File: src/rtl/uart_pkg.sv
// Shared definitions for the UART receive controller: FSM encoding and defaults.
package uart_pkg;

    typedef enum logic [2:0] {
        IDLE,
        START,
        DATA,
        PARITY,
        STOP
    } state_t;

    localparam int unsigned DEFAULT_DATA_BITS = 8;
    localparam logic [31:0] MIN_BIT_TIME      = 32'd4;

endpackage

File: src/rtl/uart_rx_ctrl_async_timer.sv
// Bit timer: first sample half a bit after start, then one sample per bit time.
module uart_rx_ctrl_async_timer (
    input  logic        clk,
    input  logic        rst_n,
    input  logic        start,
    input  logic        run,
    input  logic [31:0] bit_time,
    output logic        sample
);

    logic [31:0] count;

    always_ff @(posedge clk or negedge rst_n) begin
        if (!rst_n) begin
            count <= '0;
        end else if (start) begin
            count <= (bit_time - 32'd1) >> 1;
        end else if (run) begin
            if (count == '0) begin
                count <= bit_time - 32'd1;
            end else begin
                count <= count - 32'd1;
            end
        end
    end

    // The start cycle itself never samples, whatever count was left over.
    assign sample = run && !start && (count == '0);

endmodule

File: src/rtl/uart_rx_ctrl.sv
// UART receiver: synchronised rx, mid-bit sampling, optional parity, one-deep output.
module uart_rx_ctrl
    import uart_pkg::*;
#(
    parameter int unsigned DATA_BITS = DEFAULT_DATA_BITS
) (
    input  logic                 clk,
    input  logic                 rst_n,
    input  logic [31:0]          BIT_TIME,
    input  logic                 rx,
    input  logic                 parity_en,
    input  logic                 parity_odd,
    input  logic                 rx_ack,
    output logic [DATA_BITS-1:0] rx_data,
    output logic                 rx_valid,
    output logic                 busy,
    output logic                 frame_err,
    output logic                 parity_err,
    output logic                 overrun_err
);

    localparam int unsigned IW = $clog2(DATA_BITS + 1);
    localparam logic [IW-1:0] LAST_BIT = IW'(DATA_BITS - 1);

    state_t                 state, state_next;
    logic                   rx_meta, rx_s, rx_prev;
    logic                   tmr_start, tmr_start_next;
    logic                   sample;
    logic [DATA_BITS-1:0]   shreg, shreg_next;
    logic [IW-1:0]          bit_idx, bit_idx_next;
    logic                   par_bad, par_bad_next;
    logic [DATA_BITS-1:0]   rx_data_next;
    logic                   rx_valid_next;
    logic                   frame_err_next, parity_err_next, overrun_err_next;
    logic                   accept;

    uart_rx_ctrl_async_timer async_timer (
        .clk      (clk),
        .rst_n    (rst_n),
        .start    (tmr_start),
        .run      (busy),
        .bit_time (BIT_TIME),
        .sample   (sample)
    );

    assign busy = (state != IDLE);

    always_ff @(posedge clk or negedge rst_n) begin
        if (!rst_n) begin
            state       <= IDLE;
            rx_meta     <= 1'b1;
            rx_s        <= 1'b1;
            rx_prev     <= 1'b1;
            tmr_start   <= 1'b0;
            shreg       <= '0;
            bit_idx     <= '0;
            par_bad     <= 1'b0;
            rx_data     <= '0;
            rx_valid    <= 1'b0;
            frame_err   <= 1'b0;
            parity_err  <= 1'b0;
            overrun_err <= 1'b0;
        end else begin
            state       <= state_next;
            rx_meta     <= rx;
            rx_s        <= rx_meta;
            rx_prev     <= rx_s;
            tmr_start   <= tmr_start_next;
            shreg       <= shreg_next;
            bit_idx     <= bit_idx_next;
            par_bad     <= par_bad_next;
            rx_data     <= rx_data_next;
            rx_valid    <= rx_valid_next;
            frame_err   <= frame_err_next;
            parity_err  <= parity_err_next;
            overrun_err <= overrun_err_next;
        end
    end

    always_comb begin
        state_next       = state;
        tmr_start_next   = 1'b0;
        shreg_next       = shreg;
        bit_idx_next     = bit_idx;
        par_bad_next     = par_bad;
        rx_data_next     = rx_data;
        rx_valid_next    = rx_valid;
        frame_err_next   = 1'b0;
        parity_err_next  = 1'b0;
        overrun_err_next = 1'b0;
        accept           = 1'b0;

        case (state)
            IDLE: begin
                if (!rx_s && rx_prev) begin
                    state_next     = START;
                    tmr_start_next = 1'b1;
                    par_bad_next   = 1'b0;
                end
            end
            START: begin
                if (sample) begin
                    if (rx_s) begin
                        state_next = IDLE;
                    end else begin
                        state_next   = DATA;
                        bit_idx_next = '0;
                    end
                end
            end
            DATA: begin
                if (sample) begin
                    shreg_next = {rx_s, shreg[DATA_BITS-1:1]};
                    if (bit_idx == LAST_BIT) begin
                        state_next = parity_en ? PARITY : STOP;
                    end else begin
                        bit_idx_next = bit_idx + 1'b1;
                    end
                end
            end
            PARITY: begin
                if (sample) begin
                    par_bad_next = (^shreg) ^ rx_s ^ parity_odd;
                    state_next   = STOP;
                end
            end
            STOP: begin
                if (sample) begin
                    state_next = IDLE;
                    if (!rx_s) begin
                        frame_err_next = 1'b1;
                    end else if (par_bad) begin
                        parity_err_next = 1'b1;
                    end else begin
                        accept = 1'b1;
                    end
                end
            end
            default: state_next = IDLE;
        endcase

        // An ack in the completion cycle frees the slot for the new byte.
        if (accept) begin
            if (!rx_valid || rx_ack) begin
                rx_data_next  = shreg;
                rx_valid_next = 1'b1;
            end else begin
                overrun_err_next = 1'b1;
            end
        end else if (rx_ack && rx_valid) begin
            rx_valid_next = 1'b0;
        end
    end

endmodule
File: config.mk
export PLATFORM = sky130hd
export DESIGN_NAME = uart_rx_ctrl
export DESIGN_NICKNAME = d
export VERILOG_FILES = /design/src/rtl/uart_pkg.sv /design/src/rtl/uart_rx_ctrl_async_timer.sv /design/src/rtl/uart_rx_ctrl.sv
export SDC_FILE = /design/constraint.sdc
export NUM_CORES = 1
export LEC_CHECK = 0
export BUFFER_PORTS_ARGS = -buffer_cell sky130_fd_sc_hd__buf_2
export CAP_MARGIN = 40
export CORE_MARGIN = 2
export CORE_UTILIZATION = 40
export CTS_CLUSTER_DIAMETER = 120
export DETAILED_ROUTE_END_ITERATION = 7
export HOLD_SLACK_MARGIN = 0.05
export PLACE_DENSITY_LB_ADDON = 0.3
export SETUP_SLACK_MARGIN = 0.2
export SKIP_LAST_GASP = 1
export SYNTH_ARGS = -nofsm -noshare
export SYNTH_HDL_FRONTEND = slang
export SYNTH_SLANG_ARGS = --single-unit
File: constraint.sdc
create_clock -name clk -period 6.6 [get_ports clk]
set_clock_uncertainty 0.15 [all_clocks]
set_input_delay 0.99 -clock clk [delete_from_list [all_inputs] [get_ports clk]]
set_output_delay 0.99 -clock clk [all_outputs]
set_load 0.05 [all_outputs]
==> impl_results.md <==
- Reported net switching power: 610 uW
- Power per cell area: 298 mW/mm2
- Unrepaired setup endpoints after global routing: no
- Buffers plus inverters on the worst setup path: 3
- Worst min-delay path class: register to register
- First-pass GRT wire length: 20,600 um
- PortBufs: 50
- Syn_nets: 552
- Die H: 109 um
- Combinational share of power: 34.5%
- Tmin final: 3.51 ns
- H-tree depth: 3
- Clk root buf: clkbuf_8
- Hold_ws: 0.210 ns
- Crit path max fanout: 24
- Final Net Count: 584
- Initial antenna violation count: 0
- Final-report setup violation count: 0
- CTS Sinks: 64
- GR Overflow Total: 0
- Post-route setup TNS: 0 ns
- Crit share post-route: 53.2%
- Setup CP Type: register to output pin
- Post-CTS Hold Buffers: 0
- Synth Cell Area: 0.00441 mm2
- Commonest non-fill, non-tap cell in the layout: dfrtp_1
- Max-slew violations: 0
- Final Hold Violating Endpoints: 0
- Yosys reg bits: 64
- Number of max-cap violations: 0
- Most frequent cells in the layout: dfrtp_1, buf_2, nor2_1, nand2_1, o21ai_0
- Post-synth EDFFs: 0
- Router iterations before antenna repair: 7
- P_leak: 1.99 nW
- DRC: 0
- Vias per cell: 6.14
- CTS Buf Count: 9
- Num ports: 51
- Primary FF master, synth: dfrtp_1
- Final ANT Viol Nets: 0
- CP Launch Type: register
- Setup bufs post-CTS: 0
- Share of cells above drive strength 1: 19.7%
- Die X: 109 um
- CP arrival: 2.37 ns
- Largest stage delay, worst path: 0.58 ns
- Sequential area share after synthesis: 36.4%
- VDD IR max: 0.132 mV
- Reg2reg setup slack: 3.11 ns
- Ant. Diodes: 0
- DP HPWL: 8920 um
- Slew headroom: 41.0%
- Internal: 872 uW
- Critical path endpoint category: output pin
- Kind of cell adding the most delay to the critical path: buffers and inverters
- Wirelength per Cell: 18.4 um
- Cell Chain, Critical Path: nor3_2 > buf_4 > clkinv_1 > buf_2
- Bufs on Longest Clock Path: 2
- GPL Wtd Cong: 0.916
- GRT Overall Usage: 22.2%
- Iter 0 DRT Violations: 349
- Via count: 4,216
- Area growth, synth to finish: 13.0%
- Vias in the first global route: 4,142
- Fmax: 285 MHz
- Synth Warn #: 0
- Initial core utilization: 40.8%
- Std-Cell Rows: 38
- Fillers: 1,055
- Clock transition at the registers of the reported paths: 0.08 ns
- Switching Fraction: 41.2%
- Post-synthesis cell count: 510
- Status: finished clean
- Routed WL: 12,700 um
- Slew @ Worst Pin: 0.885 ns
- Pin count of the biggest net entering global routing: 64
- Worst endpoint required time: 5.46 ns
- CTS tree: built
- Die ar.: 0.0119 mm2
- Synth async-reset ratio: 100%
- Reg power frac: 41.1%
- Post_cts resized: 0
- Clk_lat worst skew: 0.35 ns
- Cell variety after synth: 61
- Total power: 1.48 mW
- Clock power share: 24.4%
- Slowest CP cell: clkinv_1
- Core region area: 0.0108 mm2
- Mean Syn Cell Area: 8.64 um2
synth_stat cells, types with 3 or more instances:
master / n / area (um2)
a221oi_1: 3 / 26.3
o221ai_1: 3 / 26.3
o21a_1: 3 / 22.5
xnor2_1: 24 / 210
nor3_1: 25 / 125
a21oi_1: 20 / 100
mux2_2: 17 / 191
clkbuf_1: 29 / 109
dfstp_2: 3 / 78.8
buf_2: 5 / 25.0
and3_1: 4 / 25.0
a221o_1: 5 / 50.1
a22oi_1: 5 / 37.5
nor4_1: 25 / 156
inv_1: 10 / 37.5
nor2b_1: 3 / 18.8
mux2i_1: 4 / 40.0
or3_1: 18 / 113
o22ai_1: 3 / 18.8
ha_1: 4 / 50.1
o31ai_1: 6 / 45.0
nand2b_1: 3 / 18.8
nand3_1: 12 / 60.1
nand3b_1: 5 / 37.5
o211ai_1: 12 / 90.1
dfrtp_1: 61 / 1530
or4_1: 18 / 135
nand2_1: 39 / 146
nor2_1: 43 / 161
nand4_1: 6 / 37.5
xor2_1: 17 / 149
a31oi_1: 9 / 56.3
o21ai_0: 29 / 145
final cells by class:
class / count / area (um2) / share of cell area, %
clock inverter: 7 / 78.8 / 1.58
sequential: 64 / 1610 / 32.2
inverter: 11 / 41.3 / 0.829
tap: 140 / 175 / 3.52
multi-input combinational: 400 / 2640 / 53.0
timing repair buffer: 56 / 318 / 6.38
clock buffer: 9 / 124 / 2.49
sequential cells by signal, indices dropped and copies added, names as in the netlist, 3 cells and up:
| name | cells |
|---|---|
| async_timer.count | 32 |
| bit_idx | 4 |
| shreg | 8 |
| state | 3 |
| rx_data | 8 |
worst paths after layout:
| path | startpoint | end | cells after the start |
|---|---|---|---|
| max in group asynchronous | rst_n | rx_s | 3 |
| worst max-delay path | state[1] | busy | 4 |
| worst max register to register | async_timer.count[14] | rx_data[1] | 6 |
| worst min register to register | rx_meta | rx_s | 0 |
| min in group asynchronous | rst_n | async_timer.count[0] | 2 |
| worst min-delay path | rx_meta | rx_s | 0 |
per-stage QoR:
stage	instance area, um2	worst slack (ns)	instances	util (%)
after global routing	4980	2.94	687	46.1
after CTS	4980	3.10	687	46.1
after detailed placement	4780	2.87	671	44.2
final	4980	3.09	687	46.1
after global placement	4740	2.93	669	43.9
after floorplan	4410	3.34	510	-
power groups by stage:
stage	Clock, mW	Sequential, mW	Combinational (mW)
6_report	0.362	0.609	0.512
5_1_grt	0.384	0.627	0.567
4_1_cts	0.367	0.604	0.508
3_5_place_dp	0	0.610	0.505
3_3_place_gp	0	0.609	0.490
2_1_floorplan	0	0.567	0.397
layer usage:
| layer | wire length [um] | vias to the layer above | share of wire [%] | global-route usage (%) |
|---|---|---|---|---|
| met1 | 5610 | 2045 | 44 | 29.2 |
| met5 | 0 | - | 0 | 0 |
| met3 | 950 | 17 | 7.5 | 5.14 |
| met2 | 5930 | 180 | 47 | 36.1 |
| li1 | - | 1974 | - | - |
| met4 | 183 | 0 | 1.4 | 7.05 |
logic make-up after synthesis:
kind of cell | Yosys count | synth area share (%)
AND/OR/NAND/NOR | 220 | 27.6
AO/OA/AOI/OAI | 114 | 17.4
flip-flops | 64 | 36.4
buffers and inverters | 46 | 4.06
XOR/XNOR | 41 | 8.15
multiplexers | 21 | 5.25
adder cells (fa/ha/maj) | 4 | 1.14
(Power assumes the default switching activity.)
